File: config.mk
export PLATFORM = sky130hd
export DESIGN_NAME = dmx_transmitter
export DESIGN_NICKNAME = d
export VERILOG_FILES = /design/src/rtl/dmx_pkg.sv /design/src/rtl/dmx_bit_timer.sv /design/src/rtl/dmx_transmitter.sv
export SDC_FILE = /design/constraint.sdc
export NUM_CORES = 1
export LEC_CHECK = 0
export ABC_AREA = 1
export ABC_CLOCK_PERIOD_IN_PS = 2950
export CORE_AREA = 2 2 96 98
export CTS_CLUSTER_SIZE = 14
export DETAILED_ROUTE_END_ITERATION = 10
export DIE_AREA = 0 0 98 100
export PLACE_DENSITY = 0.44
export SYNTH_ARGS = -nofsm -noshare
export SYNTH_HDL_FRONTEND = slang
export SYNTH_SLANG_ARGS = --single-unit
export TNS_END_PERCENT = 1
File: constraint.sdc
create_clock -name clk -period 2.95 [get_ports clk]
set_input_delay 0.59 -clock clk [delete_from_list [all_inputs] [get_ports clk]]
set_output_delay 0.59 -clock clk [all_outputs]
set_load 0.02 [all_outputs]
File: src/rtl/dmx_pkg.sv
// Shared types and constants for the DMX512 transmitter.
package dmx_pkg;

  typedef enum logic [2:0] {
    ST_IDLE, ST_BREAK, ST_MAB, ST_START, ST_DATA, ST_STOP, ST_MTBF
  } dmx_state_e;

  localparam int         DMX_SLOT_BITS  = 11;
  localparam int         DMX_MAX_SLOTS  = 512;
  localparam logic [7:0] DMX_START_CODE = 8'h00;

  function automatic int dmx_max(input int a, input int b);
    return (a > b) ? a : b;
  endfunction

endpackage

File: src/rtl/dmx_bit_timer.sv
// Line-bit timer: counts CLKS_PER_BIT cycles per bit and pulses bit_tick on the last one.
module dmx_bit_timer #(
  parameter int CLKS_PER_BIT = 108
) (
  input  logic clk,
  input  logic rst,
  input  logic clear,
  input  logic run,
  output logic bit_tick
);

  localparam int TW = (CLKS_PER_BIT > 1) ? $clog2(CLKS_PER_BIT) : 1;

  logic [TW-1:0] tick_q, tick_d;

  assign bit_tick = run && (tick_q == TW'(CLKS_PER_BIT - 1));

  always_comb begin
    tick_d = tick_q;
    if (clear)    tick_d = '0;
    else if (run) tick_d = bit_tick ? '0 : tick_q + 1'b1;
  end

  always_ff @(posedge clk or posedge rst)
    if (rst) tick_q <= '0;
    else     tick_q <= tick_d;

endmodule

File: src/rtl/dmx_transmitter.sv
// DMX512 universe serialiser: BREAK, MAB, start code, NUM_SLOTS slots, optional MTBF.
// Define DMX_FRAME_CNT_EN to add the frame_count output.
module dmx_transmitter import dmx_pkg::*; #(
  parameter int         CLKS_PER_BIT = 108,
  parameter int         BREAK_BITS   = 23,
  parameter int         MAB_BITS     = 3,
  parameter int         NUM_SLOTS    = 512,
  parameter int         MTBF_BITS    = 0,
  parameter logic [7:0] START_CODE   = DMX_START_CODE
) (
  input  logic       clk,
  input  logic       reset,
  input  logic       enable,
  output logic [8:0] slot_index,
  input  logic [7:0] slot_data,
  output logic       tx,
  output logic       busy,
  output logic       frame_start,
  output logic       frame_done
`ifdef DMX_FRAME_CNT_EN
  ,
  output logic [15:0] frame_count
`endif
);

  localparam int BIT_MAX = dmx_max(dmx_max(BREAK_BITS, MAB_BITS), dmx_max(MTBF_BITS, DMX_SLOT_BITS));
  localparam int BCW     = $clog2(BIT_MAX + 1);
  localparam int SW      = $clog2(DMX_MAX_SLOTS + 1);

  localparam logic [BCW-1:0] BRK_LAST  = BCW'(BREAK_BITS - 1);
  localparam logic [BCW-1:0] MAB_LAST  = BCW'(MAB_BITS - 1);
  localparam logic [BCW-1:0] MTBF_LAST = BCW'((MTBF_BITS > 0) ? MTBF_BITS - 1 : 0);

  dmx_state_e     state_q, state_d;
  logic [BCW-1:0] bit_q, bit_d, bit_last;
  logic [SW-1:0]  slot_q, slot_d;
  logic [7:0]     shift_q, shift_d;
  logic [8:0]     idx_q, idx_d;
  logic           tx_q, tx_d, fs_q, fs_d;
  logic           bit_tick, seg_done, more_slots;

  dmx_bit_timer #(.CLKS_PER_BIT(CLKS_PER_BIT)) u_timer (
    .clk      (clk),
    .rst      (reset),
    .clear    (state_q == ST_IDLE),
    .run      (state_q != ST_IDLE),
    .bit_tick (bit_tick)
  );

  always_comb begin
    bit_last = '0;
    case (state_q)
      ST_BREAK: bit_last = BRK_LAST;
      ST_MAB:   bit_last = MAB_LAST;
      ST_DATA:  bit_last = BCW'(7);
      ST_STOP:  bit_last = BCW'(1);
      ST_MTBF:  bit_last = MTBF_LAST;
      default:  bit_last = '0;
    endcase
  end

  assign seg_done   = bit_tick && (bit_q == bit_last);
  assign more_slots = slot_q < SW'(NUM_SLOTS);
  // Final edge of the frame: end of MTBF, or end of the last STOP when there is no MTBF.
  assign frame_done = seg_done && ((state_q == ST_MTBF) ||
                      (state_q == ST_STOP && !more_slots && MTBF_BITS == 0));

  always_comb begin
    state_d = state_q;
    bit_d   = bit_q;
    slot_d  = slot_q;
    shift_d = shift_q;
    idx_d   = idx_q;
    tx_d    = tx_q;
    fs_d    = 1'b0;
    if (state_q == ST_IDLE) begin
      if (enable) begin
        state_d = ST_BREAK;
        bit_d   = '0;
        tx_d    = 1'b0;
        fs_d    = 1'b1;
      end
    end else if (bit_tick) begin
      bit_d = seg_done ? '0 : bit_q + 1'b1;
      case (state_q)
        ST_BREAK: if (seg_done) begin state_d = ST_MAB; tx_d = 1'b1; end
        ST_MAB: if (seg_done) begin
          state_d = ST_START;
          tx_d    = 1'b0;
          slot_d  = '0;
          shift_d = START_CODE;
        end
        ST_START: begin
          state_d = ST_DATA;
          tx_d    = shift_q[0];
          shift_d = {1'b0, shift_q[7:1]};
        end
        ST_DATA: if (seg_done) begin
          state_d = ST_STOP;
          tx_d    = 1'b1;
          // Present the next slot's index a full STOP period ahead of its START.
          idx_d   = more_slots ? slot_q[8:0] : '0;
        end else begin
          tx_d    = shift_q[0];
          shift_d = {1'b0, shift_q[7:1]};
        end
        ST_STOP: if (seg_done) begin
          if (more_slots) begin
            state_d = ST_START;
            tx_d    = 1'b0;
            slot_d  = slot_q + 1'b1;
            shift_d = slot_data;
          end else if (MTBF_BITS > 0) begin
            state_d = ST_MTBF;
          end
        end
        default: ;
      endcase
      if (frame_done) begin
        state_d = enable ? ST_BREAK : ST_IDLE;
        tx_d    = ~enable;
        fs_d    = enable;
      end
    end
  end

  always_ff @(posedge clk or posedge reset)
    if (reset) begin
      state_q <= ST_IDLE;
      bit_q   <= '0;
      slot_q  <= '0;
      shift_q <= '0;
      idx_q   <= '0;
      tx_q    <= 1'b1;
      fs_q    <= 1'b0;
    end else begin
      state_q <= state_d;
      bit_q   <= bit_d;
      slot_q  <= slot_d;
      shift_q <= shift_d;
      idx_q   <= idx_d;
      tx_q    <= tx_d;
      fs_q    <= fs_d;
    end

  assign tx          = tx_q;
  assign busy        = (state_q != ST_IDLE);
  assign frame_start = fs_q;
  assign slot_index  = idx_q;

`ifdef DMX_FRAME_CNT_EN
  logic [15:0] fcnt_q, fcnt_d;
  assign fcnt_d = frame_done ? fcnt_q + 16'd1 : fcnt_q;
  always_ff @(posedge clk or posedge reset)
    if (reset) fcnt_q <= '0;
    else       fcnt_q <= fcnt_d;
  assign frame_count = fcnt_q;
`endif

endmodule

==> results.md <==
* Status: finished, final reports clean
* Post-Syn Area at ~0.0026 mm^2
* Most frequent cells in the layout: 94 x nand2_1, 43 x dfrtp_1, 27 x inv_1
* Netlist cell types at 37
* CTS tree: done
* IR drop worst, VDD at 0.237 mV
* Max-cap viol count at 0
* Power Density at roughly 630 mW/mm^2
* Fmax at about 370 MHz
* Remaining Overflow, GRT at 0
* Final instance area at 0.00303 mm^2
* Total number of yosys warnings at 0
* DP HPWL at between 4000 and 5000 um
* Initial DRC count at 48
* Min Tclk post-route at between 2 and 3 ns
* Endpoints failing setup at 0
* Vias/cell at about 4.6
* Mapped Avg Cell Area at ~8.1 um^2
* Vias in the first global route at about 2,100
* # H-tree levels at 2
* Register area share after synthesis at a little over two fifths
* Syn Inst Count at between 300 and 400
* Most used DFF post-synth: dfrtp_1
* Worst Path Max Fanout at 6
* Crit-path slowest cell: dfrtp_1
* Filler cells at approximately 900
* Area Overhead vs Synth at 17.1%
* Die width at slightly below 100 um
* Worst-skew pair later-pin latency at about 0.30 ns
* Remaining DRCs at 0
* Layout Skew at roughly 0.0077 ns
* Rows at 35
* # port buffers at 23
* CP peak stage delay at between 0.3 and 0.4 ns
* Num CTS Buffers at 5
* Commonest non-fill, non-tap cell in the layout: nand2_1
* Effective utilization at floorplan at around 30%
* Initial antenna violation count at 0
* Slew @ Worst Pin at between 0.5 and 0.6 ns
* Setup crit start: u_timer.tick_q[0]$_DFF_PP0_
* Post-synth EDFFs at 0
* P_leak at 0.00134 uW
* Clk pin slew, worst setup/hold paths at 0.08 ns
* Bufs on Longest Clock Path at 2
* DRT Pass-1 Iters at 4
* Layout cells sized above 1 at approximately 15%
* Routed wire length at 5690 um
* Post-synthesis register bit count at 44
* RR Startpoint: u_timer.tick_q[0]$_DFF_PP0_
* CTS sink count at 44
* Mapped Nets at between 300 and 400
* Critical path class: flop to output port
* RSZ-0062 raised after global routing: false
* Final #Nets at 364
* Post-Synth Simple-Gate Area at 33.1%
* Critical path arrival at approximately 2.1 ns
* Final Hold Fails at 0
* Drt wl/cell at ~12 um
* Synth Area in Adders at approximately 1.4%
* Core Box Area at a little under 0.009 mm^2
* Max Slew Vio Count at 0
* Min-Delay Startpoint: u_timer.tick_q[0]$_DFF_PP0_
* CTS Hold Bufs at 0
* GP Congestion at ~0.86
* CP bufs+invs at 2
* Root Buffer: clkbuf_8
* DP Cell Count at 454
* Chip height at 100 um
* Dpl cell area at ~0.0030 mm^2
* Final ANT Viol Nets at 0
* CP Data Required Time at roughly 2.4 ns
* Top Ports at 24
* Asr flop ratio synth at 100%
* CP Capture Type: output port
* First-pass GRT wire length at 10,200 um
* Mux cell area share after synthesis at 0%
* Total global-route track usage at 12.8%
* Slew margin rel. at between 60% and 70%
* Setup TNS at 0 ns
* CP dominant cell by count: nand2_1
* CP top delay family: simple AND/OR/NAND/NOR gates
* Post-synthesis xor/xnor area fraction at under 10%
* Final Non-Filler Cells at roughly 460
* Antenna cells at 0
* Pin count of the biggest net entering global routing at between 40 and 50
* Hold crit path type: flop to flop
* Final core occ at roughly 34%
* Die area at approximately 0.0098 mm^2
* Startpoint Class: flop
* Largest family of logic cells by synthesized area: simple AND/OR/NAND/NOR gates
* Pwr Total at approximately 1900 uW
* Routed vias at 2,115
* Synth Area in Compound Gates at 14.0%
* CP cell instances: ha_1 > nand2_1 > nand3b_1 > nor2_4 > nand3_1 > nor2_1 > nand2_1 > inv_1 > dlygate4sd2_1
* Tcrit/Tclk final at about nine tenths
-- area by class of cell --
| cell class | instances | area, um^2 | area share (%) |
|---|---|---|---|
| Multi-Input combinational cell | 236 | 1310 | 43.2 |
| Sequential cell | 44 | 1100 | 36.3 |
| Timing Repair Buffer | 29 | 274 | 9.03 |
| Tap cell | 111 | 139 | 4.58 |
| Inverter | 34 | 128 | 4.21 |
| Clock buffer | 5 | 68.8 | 2.27 |
| Clock inverter | 2 | 12.5 | 0.412 |
-- worst reg2reg max path: cells and delay by family, from the launching register on --
| family | cells | cell delay, ns |
|---|---|---|
| simple gates | 8 | 1.01 |
| flops | 1 | 0.37 |
| fa+ha+maj | 1 | 0.21 |
| buf+inv | 1 | 0.21 |
| compound gates | 2 | 0.17 |
-- per-stage QoR --
step / hold WS [ns] / setup WS, ns
finish: 0.462 / 0.278
global route: 0.513 / 0.0248
floorplan: 0.433 / 0.952
global placement: 0.446 / 0.332
detailed placement: 0.457 / 0.294
CTS: 0.469 / 0.230
-- flip-flops by register name, summed over array words and instances, names as in the netlist --
signal and count:
slot_index 9, tx 1, slot_q 10, u_timer.tick_q 7, shift_q 8, bit_q 5
state_q 3, frame_start 1
-- synth_stat cells (all sizes together) (3+ instances only) --
cell   number  share of area, %
nand4       5               1.8
dfrtp      43                42
a22o        7               2.4
or2         4              0.97
nor3        7               1.5
buf         5               1.7
a21oi       8               1.8
nor2       27               6.1
inv        32               4.6
nand2      98                15
ha          3               1.4
o21ai      31               7.6
nand3      28               6.4
xor2        4               1.4
o31ai       5               1.4
-- report_power, final --
group | switching (uW) | internal, uW
logic | 522 | 299
registers | 66.2 | 655
clock network | 214 | 161
-- per-layer routing --
| metal | global-route usage, % | vias up | share of wire, % |
|---|---|---|---|
| met1 | 17.5 | 963 | 50 |
| met5 | 0 | - | 0 |
| met3 | 2.37 | 8 | 2.9 |
| met2 | 20.4 | 33 | 46 |
| li1 | - | 1111 | - |
| met4 | 4.38 | 0 | 1.9 |
-- what timing repair did --
item,4_1_cts,5_1_grt
resized for setup,1,0
buffers inserted,0,0
endpoints found under the setup margin,1,0
-- worst paths after layout --
check                           depth (start not counted)                     endpoint  slack [ns]
worst min register to register                          1  u_timer.tick_q[0]$_DFF_PP0_        0.46
worst min-delay path                                    1  u_timer.tick_q[0]$_DFF_PP0_        0.46
worst max register to register                         12        slot_q[2]$_DFFE_PP0P_        0.87
worst max-delay path                                    9                   frame_done        0.28
max in group asynchronous                               3         bit_q[0]$_DFFE_PP0P_        1.81
min in group asynchronous                               3        slot_q[8]$_DFFE_PP0P_        0.76
-- cell families (layout without fill, tap and decap cells) --
logic type,after synthesis,in the layout
compound gates,54,54
xor+xnor,6,6
buf+inv,41,70
flops,44,44
simple gates,173,173
fa+ha+maj,3,3
No activity file was read; power rests on OpenSTA's default activity.
